<file path="src/rtl/decode.sv">
// Decode stage of the five-stage RV32I pipeline. Drives the register-file
// read addresses straight from the fetched instruction. Decodes the
// instruction into ALU controls, memory/system strobes and an immediate.
// Registers the result, with the sampled operands, into the decode/execute
// pipeline register.
module decode #(
  parameter int XLEN = 32
) (
  input  logic            clk,
  input  logic            reset,
  input  logic            stall,
  input  logic            invalidate,
  input  logic [XLEN-1:0] pc_in,
  input  logic [XLEN-1:0] next_pc_in,
  input  logic [XLEN-1:0] instr_in,
  input  logic            valid_in,
  output logic [4:0]      rs1_address,
  output logic [4:0]      rs2_address,
  output logic            uses_rs1,
  output logic            uses_rs2,
  input  logic [XLEN-1:0] rs1_data_in,
  input  logic [XLEN-1:0] rs2_data_in,
  output logic [XLEN-1:0] pc_out,
  output logic [XLEN-1:0] next_pc_out,
  output logic [XLEN-1:0] rs1_data_out,
  output logic [XLEN-1:0] rs2_data_out,
  output logic [4:0]      rd_address_out,
  output logic [XLEN-1:0] imm_out,
  output logic [3:0]      alu_function_out,
  output logic            alu_sel_a_out,
  output logic            alu_sel_b_out,
  output logic            branch_out,
  output logic            jump_out,
  output logic            load_out,
  output logic            store_out,
  output logic [2:0]      funct3_out,
  output logic            csr_out,
  output logic            ecall_out,
  output logic            ebreak_out,
  output logic            mret_out,
  output logic            illegal_out,
  output logic            valid_out
);

  localparam logic [6:0] OP_LUI    = 7'h37;
  localparam logic [6:0] OP_AUIPC  = 7'h17;
  localparam logic [6:0] OP_JAL    = 7'h6f;
  localparam logic [6:0] OP_JALR   = 7'h67;
  localparam logic [6:0] OP_BRANCH = 7'h63;
  localparam logic [6:0] OP_LOAD   = 7'h03;
  localparam logic [6:0] OP_STORE  = 7'h23;
  localparam logic [6:0] OP_IMM    = 7'h13;
  localparam logic [6:0] OP_REG    = 7'h33;
  localparam logic [6:0] OP_FENCE  = 7'h0f;
  localparam logic [6:0] OP_SYSTEM = 7'h73;

  localparam logic [3:0] ALU_ADD  = 4'd0;
  localparam logic [3:0] ALU_SUB  = 4'd1;
  localparam logic [3:0] ALU_SLL  = 4'd2;
  localparam logic [3:0] ALU_SLT  = 4'd3;
  localparam logic [3:0] ALU_SLTU = 4'd4;
  localparam logic [3:0] ALU_XOR  = 4'd5;
  localparam logic [3:0] ALU_SRL  = 4'd6;
  localparam logic [3:0] ALU_SRA  = 4'd7;
  localparam logic [3:0] ALU_OR   = 4'd8;
  localparam logic [3:0] ALU_AND  = 4'd9;

  logic [6:0] opcode;
  logic [2:0] funct3;
  logic [6:0] funct7;
  assign opcode = instr_in[6:0];
  assign funct3 = instr_in[14:12];
  assign funct7 = instr_in[31:25];

  logic [31:0] imm_d;
  logic [3:0]  aluFunction_d;
  logic        selA_d, selB_d;
  logic        branch_d, jump_d, load_d, store_d;
  logic        csr_d, ecall_d, ebreak_d, mret_d, illegal_d;
  logic        writesRd, readsRs1, readsRs2, isLui;
  logic [4:0]  rdAddress_d;
  logic        live;

  logic [31:0] pc_q, nextPc_q, rs1Data_q, rs2Data_q, imm_q;
  logic [4:0]  rdAddress_q;
  logic [3:0]  aluFunction_q;
  logic [2:0]  funct3_q;
  logic        selA_q, selB_q, branch_q, jump_q, load_q, store_q;
  logic        csr_q, ecall_q, ebreak_q, mret_q, illegal_q, valid_q;

  // funct3 selects the ALU operation for OP/OP-IMM; alt picks SUB/SRA.
  function automatic logic [3:0] aluFromFunct3(input logic [2:0] f3, input logic alt);
    case (f3)
      3'd0:    return alt ? ALU_SUB : ALU_ADD;
      3'd1:    return ALU_SLL;
      3'd2:    return ALU_SLT;
      3'd3:    return ALU_SLTU;
      3'd4:    return ALU_XOR;
      3'd5:    return alt ? ALU_SRA : ALU_SRL;
      3'd6:    return ALU_OR;
      default: return ALU_AND;
    endcase
  endfunction

  // Decode the opcode into controls and immediate; an illegal encoding
  // clears every strobe and register use so only illegal survives.
  always_comb begin
    imm_d         = '0;
    aluFunction_d = ALU_ADD;
    selA_d        = 1'b0;
    selB_d        = 1'b0;
    branch_d      = 1'b0;
    jump_d        = 1'b0;
    load_d        = 1'b0;
    store_d       = 1'b0;
    csr_d         = 1'b0;
    ecall_d       = 1'b0;
    ebreak_d      = 1'b0;
    mret_d        = 1'b0;
    illegal_d     = 1'b0;
    writesRd      = 1'b0;
    readsRs1      = 1'b0;
    readsRs2      = 1'b0;
    isLui         = 1'b0;
    if (instr_in[1:0] != 2'b11) begin
      illegal_d = 1'b1;
    end else begin
      case (opcode)
        OP_LUI: begin
          isLui    = 1'b1;
          imm_d    = {instr_in[31:12], 12'b0};
          selB_d   = 1'b1;
          writesRd = 1'b1;
        end
        OP_AUIPC: begin
          imm_d    = {instr_in[31:12], 12'b0};
          selA_d   = 1'b1;
          selB_d   = 1'b1;
          writesRd = 1'b1;
        end
        OP_JAL: begin
          imm_d    = {{12{instr_in[31]}}, instr_in[19:12], instr_in[20], instr_in[30:21], 1'b0};
          selA_d   = 1'b1;
          selB_d   = 1'b1;
          jump_d   = 1'b1;
          writesRd = 1'b1;
        end
        OP_JALR: begin
          imm_d    = {{20{instr_in[31]}}, instr_in[31:20]};
          selB_d   = 1'b1;
          jump_d   = 1'b1;
          writesRd = 1'b1;
          readsRs1 = 1'b1;
        end
        OP_BRANCH: begin
          imm_d         = {{20{instr_in[31]}}, instr_in[7], instr_in[30:25], instr_in[11:8], 1'b0};
          aluFunction_d = ALU_SUB;
          readsRs1      = 1'b1;
          readsRs2      = 1'b1;
          if (funct3 == 3'd2 || funct3 == 3'd3) illegal_d = 1'b1;
          else                                  branch_d  = 1'b1;
        end
        OP_LOAD: begin
          imm_d    = {{20{instr_in[31]}}, instr_in[31:20]};
          selB_d   = 1'b1;
          writesRd = 1'b1;
          readsRs1 = 1'b1;
          if (funct3 == 3'd3 || funct3 == 3'd6 || funct3 == 3'd7) illegal_d = 1'b1;
          else                                                    load_d    = 1'b1;
        end
        OP_STORE: begin
          imm_d    = {{20{instr_in[31]}}, instr_in[31:25], instr_in[11:7]};
          selB_d   = 1'b1;
          readsRs1 = 1'b1;
          readsRs2 = 1'b1;
          if (funct3 >= 3'd3) illegal_d = 1'b1;
          else                store_d   = 1'b1;
        end
        OP_IMM: begin
          imm_d         = {{20{instr_in[31]}}, instr_in[31:20]};
          selB_d        = 1'b1;
          writesRd      = 1'b1;
          readsRs1      = 1'b1;
          aluFunction_d = aluFromFunct3(funct3, (funct3 == 3'd5) && funct7[5]);
          if (funct3 == 3'd1 && funct7 != 7'h00) illegal_d = 1'b1;
          if (funct3 == 3'd5 && funct7 != 7'h00 && funct7 != 7'h20) illegal_d = 1'b1;
        end
        OP_REG: begin
          writesRd = 1'b1;
          readsRs1 = 1'b1;
          readsRs2 = 1'b1;
          if (funct7 == 7'h00 ||
              (funct7 == 7'h20 && (funct3 == 3'd0 || funct3 == 3'd5)))
            aluFunction_d = aluFromFunct3(funct3, funct7[5]);
          else
            illegal_d = 1'b1;
        end
        OP_FENCE: begin
        end
        OP_SYSTEM: begin
          imm_d = {{20{instr_in[31]}}, instr_in[31:20]};
          if (funct3 == 3'd0) begin
            if (instr_in == 32'h00000073)      ecall_d   = 1'b1;
            else if (instr_in == 32'h00100073) ebreak_d  = 1'b1;
            else if (instr_in == 32'h30200073) mret_d    = 1'b1;
            else                               illegal_d = 1'b1;
          end else if (funct3 == 3'd4) begin
            illegal_d = 1'b1;
          end else begin
            csr_d    = 1'b1;
            writesRd = 1'b1;
            readsRs1 = ~funct3[2];
          end
        end
        default: illegal_d = 1'b1;
      endcase
    end
    if (illegal_d) begin
      branch_d = 1'b0;
      jump_d   = 1'b0;
      load_d   = 1'b0;
      store_d  = 1'b0;
      csr_d    = 1'b0;
      ecall_d  = 1'b0;
      ebreak_d = 1'b0;
      mret_d   = 1'b0;
      writesRd = 1'b0;
      readsRs1 = 1'b0;
      readsRs2 = 1'b0;
    end
  end

  assign rdAddress_d = writesRd ? instr_in[11:7] : 5'd0;
  assign rs1_address = isLui ? 5'd0 : instr_in[19:15];
  assign rs2_address = instr_in[24:20];
  assign uses_rs1    = valid_in & readsRs1;
  assign uses_rs2    = valid_in & readsRs2;
  assign live        = valid_in & ~invalidate;

  // Decode/execute register: hold on stall, otherwise capture and squash
  // the control strobes when the incoming slot is empty or flushed.
  always_ff @(posedge clk or posedge reset) begin
    if (reset) begin
      pc_q          <= '0;
      nextPc_q      <= '0;
      rs1Data_q     <= '0;
      rs2Data_q     <= '0;
      imm_q         <= '0;
      rdAddress_q   <= '0;
      aluFunction_q <= '0;
      funct3_q      <= '0;
      selA_q        <= 1'b0;
      selB_q        <= 1'b0;
      branch_q      <= 1'b0;
      jump_q        <= 1'b0;
      load_q        <= 1'b0;
      store_q       <= 1'b0;
      csr_q         <= 1'b0;
      ecall_q       <= 1'b0;
      ebreak_q      <= 1'b0;
      mret_q        <= 1'b0;
      illegal_q     <= 1'b0;
      valid_q       <= 1'b0;
    end else if (!stall) begin
      pc_q          <= pc_in;
      nextPc_q      <= next_pc_in;
      rs1Data_q     <= rs1_data_in;
      rs2Data_q     <= rs2_data_in;
      imm_q         <= imm_d;
      aluFunction_q <= aluFunction_d;
      funct3_q      <= funct3;
      selA_q        <= selA_d;
      selB_q        <= selB_d;
      rdAddress_q   <= live ? rdAddress_d : 5'd0;
      branch_q      <= live & branch_d;
      jump_q        <= live & jump_d;
      load_q        <= live & load_d;
      store_q       <= live & store_d;
      csr_q         <= live & csr_d;
      ecall_q       <= live & ecall_d;
      ebreak_q      <= live & ebreak_d;
      mret_q        <= live & mret_d;
      illegal_q     <= live & illegal_d;
      valid_q       <= live;
    end
  end

  assign pc_out           = pc_q;
  assign next_pc_out      = nextPc_q;
  assign rs1_data_out     = rs1Data_q;
  assign rs2_data_out     = rs2Data_q;
  assign imm_out          = imm_q;
  assign rd_address_out   = rdAddress_q;
  assign alu_function_out = aluFunction_q;
  assign alu_sel_a_out    = selA_q;
  assign alu_sel_b_out    = selB_q;
  assign funct3_out       = funct3_q;
  assign branch_out       = branch_q;
  assign jump_out         = jump_q;
  assign load_out         = load_q;
  assign store_out        = store_q;
  assign csr_out          = csr_q;
  assign ecall_out        = ecall_q;
  assign ebreak_out       = ebreak_q;
  assign mret_out         = mret_q;
  assign illegal_out      = illegal_q;
  assign valid_out        = valid_q;

endmodule

</file>
<file path="config.mk">
export PLATFORM = sky130hd
export DESIGN_NAME = decode
export DESIGN_NICKNAME = d
export VERILOG_FILES = /design/src/rtl/decode.sv
export SDC_FILE = /design/constraint.sdc
export NUM_CORES = 1
export LEC_CHECK = 0
export BUFFER_PORTS_ARGS = -buffer_cell sky130_fd_sc_hd__buf_2
export CAP_MARGIN = 20
export CORE_AREA = 2 2 142 144
export CTS_BUF_LIST = sky130_fd_sc_hd__clkbuf_16
export DETAILED_ROUTE_END_ITERATION = 6
export DIE_AREA = 0 0 144 146
export GPL_TIMING_DRIVEN = 0
export PLACE_DENSITY_LB_ADDON = 0.3
export SLEW_MARGIN = 20
export SYNTH_ARGS = -nofsm -noshare
export SYNTH_HDL_FRONTEND = slang
export SYNTH_SLANG_ARGS = --single-unit
</file>
<file path="constraint.sdc">
create_clock -name clk -period 10.7 [get_ports clk]
set_clock_uncertainty 0.2 [all_clocks]
set_input_delay 0 -clock clk [delete_from_list [all_inputs] [get_ports clk]]
set_output_delay 0 -clock clk [all_outputs]
set_load 0.01 [all_outputs]
</file>
==> summary.txt <==
outcome - complete, no violations
Hold WC Path Type - primary input to flip-flop
main combinational cell family by area after synthesis - multiplexers
routed len/inst - 18.5 µm
distinct cell type count of the synthesized netlist - 56
area of the multi-input gates - 2810 µm²
largest net degree at the start of global routing - 67
row count - 51
Synth Area in Compound Gates - 9.33%
Die H - 146 µm
Clk pwr share - 36.1%
post-synthesis adder-cell area fraction - 0%
Worst EP required - 10860 ps
VDD IR max - 0.000108 V
GP Congestion - 0.911
Final min period - 2850 ps
Startpoint Class - primary input
drt first pass iters - 4
Hold Slack - 132 ps
Post-Synthesis Cells - 578
Synth Area in Simple Gates - 7.89%
combinational power share - 17.6%
H-tree depth - 4
nets - 1299
Synth Area in XOR/XNOR - 0.115%
I/O pins - 361
die area - 21000 µm²
Slew HR - 42.5%
layout filler cell count - 1513
Switch Pwr - 462 µW
hpwl dp - 17400 µm
Hold Path Stages - 3
grt total ovfl - 0
clk sinks - 184
HP Start - rs1_data_in[5]
vias in the first global route - 7611
DIE WIDTH - 144 µm
R2R Setup Slk - 9080 ps
Crit. End Element - flip-flop
capturing point of the worst reg2reg path - imm_out[2]$_DFFE_PP0N_
CTS tree - done
Root Buffer Master - clkbuf_16
number of synthesized flops with an enable pin - 0
Hold Path End - rs1_data_out[5]$_DFFE_PP0N_
IO Port Bufs - 358
Sequential Area - 4600 µm²
Tot GR Track Use - 24.5%
Reg clk slew, reported paths - 70 ps
syn avg cell area - 13.2 µm²
CTS max path bufs - 2
post-synthesis sequential area ratio - 60.2%
Yosys reg bits - 184
ANT nets after route - 0
synthesis-to-finish area growth - 59.2%
first-pass GRT wire length - 39800 µm
number of buffers created by CTS - 17
TNS Setup - 0 ps
Max-cap violations - 0
synth warn - 0
fin crit share - 26.7%
RSZ-0062 raised after global routing - no
Max Fclk - 350 MHz
final wirelength - 26100 µm
Switching Fraction - 27.6%
Async SR Flop Fraction - 100%
# DRC - 0
Pwr Density - 138 nW/µm²
initial antenna violation count - 1
# setup viols final - 0
Most used DFF post-synth - dfrtp_1
vias after detailed routing - 6985
mux cell area share after synthesis - 19.4%
drt via density - 4.94
Final Hold Vio Count - 0
Seq pwr share - 46.2%
critical path class - primary input to flip-flop
setup bufs post-CTS - 0
Int Pwr - 1.21 mW
Final Max Slew Viols - 0
Arrival @ worst endpoint - 3020 ps
worst-skew pair later-pin latency - 420 ps
Synth Cell Area - 7650 µm²
fraction of layout cells with a size suffix above 1 - 47.8%
r2r worst-path depth - 3
post-synth net total - 743
Starting Density - 39.5%
detailed router's first-iteration violation count - 313
P_leak - 5.97 nW
worst reg2reg startpoint - imm_out[2]$_DFFE_PP0N_
Least-Margin Pin Slew - 851 ps
crit-path max FO - 5
Core Box Area - 19300 µm²
stage by stage:
stage	setup WS [ps]	power (mW)	std cells	util (%)	cell area (µm²)
4_1_cts	7920	1.68	1412	62.9	12200
6_report	7850	1.67	1413	63.0	12200
2_1_floorplan	5500	0.907	578	-	7650
3_3_place_gp	3330	1.02	1201	50.5	9770
5_1_grt	7780	1.74	1413	63.0	12200
3_5_place_dp	8260	1.03	1203	50.9	9830
logic make-up (layout without fill, tap and decap cells):
| family | Yosys count | count (layout) |
|---|---|---|
| flops | 184 | 184 |
| mux | 132 | 132 |
| simple gates | 115 | 115 |
| compound gates | 96 | 96 |
| buf+inv | 50 | 619 |
| xor+xnor | 1 | 1 |
| other cells | 0 | 1 |
worst max-delay path: stages:
cell,delay (ps)
dlygate4sd3_1,560
buf_2,130
nor3b_1,160
dlygate4sd3_1,740
nand3_1,110
dlygate4sd3_1,570
o31ai_1,170
dlygate4sd3_1,570
power by group through the flow:
| stage | clock network (mW) | registers (mW) | logic, mW |
|---|---|---|---|
| finish | 0.605 | 0.774 | 0.295 |
| floorplan | 0 | 0.811 | 0.0962 |
| CTS | 0.621 | 0.771 | 0.292 |
| detailed placement | 0 | 0.784 | 0.244 |
| global route | 0.645 | 0.780 | 0.319 |
| global placement | 0 | 0.782 | 0.237 |
state kept, by name, summed over array words and instances, names as in the netlist, 3 cells and up:
signal / cells
next_pc_out: 32
rd_address_out: 5
funct3_out: 3
alu_function_out: 4
pc_out: 32
imm_out: 32
rs1_data_out: 32
rs2_data_out: 32
metal layers:
layer  part of all wire [%]  vias to the layer above  GRT usage [%]
li1                       -                     3198              -
met1                     38                     3370           28.1
met2                     50                      337           42.0
met3                    7.3                       80           6.32
met4                    4.4                        0           12.6
met5                      0                        -              0
synthesized netlist by cell type, types with 2 or more instances:
cell type,n,share of area (%)
dfrtp_1,184,60
mux2_2,132,19
nand2_1,45,2.2
clkbuf_1,25,1.2
o21ai_0,25,1.6
nor2_1,16,0.79
a21oi_1,13,0.85
nand3_1,12,0.79
a221o_1,10,1.3
a22o_1,10,1.1
and2_1,9,0.74
buf_2,8,0.52
inv_1,8,0.39
and3_1,7,0.57
buf_4,6,0.59
a21o_1,5,0.49
o31ai_1,5,0.49
a32o_1,4,0.52
a32oi_1,4,0.46
nand2b_1,3,0.25
nor3_1,3,0.20
a31oi_1,2,0.16
buf_1,2,0.098
nand4_1,2,0.16
nand4b_1,2,0.23
nand4bb_1,2,0.29
nor3b_1,2,0.20
nor4_1,2,0.16
o2111ai_1,2,0.23
o21bai_1,2,0.20
what timing repair did:
action | 4_1_cts | 5_1_grt
gates resized for setup | 0 | 0
hold buffers | 177 | 0
hold endpoints to repair | 367 | 0
setup endpoints to repair | 0 | 0
placed cells by master (no fill, tap or decap), drive strengths merged, types with 2 or more instances in the layout:
cell type | netlist | final
and2 | 9 | 9
nand4bb | 2 | 2
nor2 | 16 | 16
a221o | 11 | 11
and3 | 7 | 7
a32o | 4 | 4
nor4b | 2 | 2
dlygate4sd3 | 0 | 177
o2111ai | 2 | 2
nand4b | 2 | 2
clkbuf | 26 | 43
inv | 8 | 13
a22o | 11 | 11
a21o | 6 | 6
a32oi | 4 | 4
buf | 16 | 376
a31oi | 2 | 2
nand2b | 3 | 3
a21oi | 13 | 13
nand3 | 12 | 12
nor3 | 4 | 4
nand2 | 45 | 45
o21ai | 26 | 26
dfrtp | 184 | 184
nand4 | 2 | 2
o21bai | 2 | 2
nor4 | 2 | 2
mux2 | 132 | 132
o31ai | 6 | 6
clkinv | 0 | 10
nor3b | 2 | 2
or4 | 2 | 2
layout make-up:
cell class              instances  area share (%)
diodes                          1          0.0206
plain buffers                  42            1.64
clock buffers                  17            3.49
clock inverters                15            1.16
inverters                       8           0.308
multi-input cells             344            23.1
flip-flops and latches        184            37.8
well taps                     265            2.72
repair buffers                537            29.7
worst max path at each step:
stage,to,slack [ps],cells past startpoint,start
after global routing,load_out$_DFFE_PP0N_,7780,8,invalidate
after CTS,load_out$_DFFE_PP0N_,7920,8,invalidate
after detailed placement,alu_function_out[0]$_DFFE_PP0N_,8260,5,stall
after floorplan,alu_function_out[0]$_DFFE_PP0N_,5500,1,reset
after global placement,rs1_data_out[17]$_DFFE_PP0N_,3330,2,reset
final,load_out$_DFFE_PP0N_,7850,8,invalidate
(Power assumes the default switching activity.)
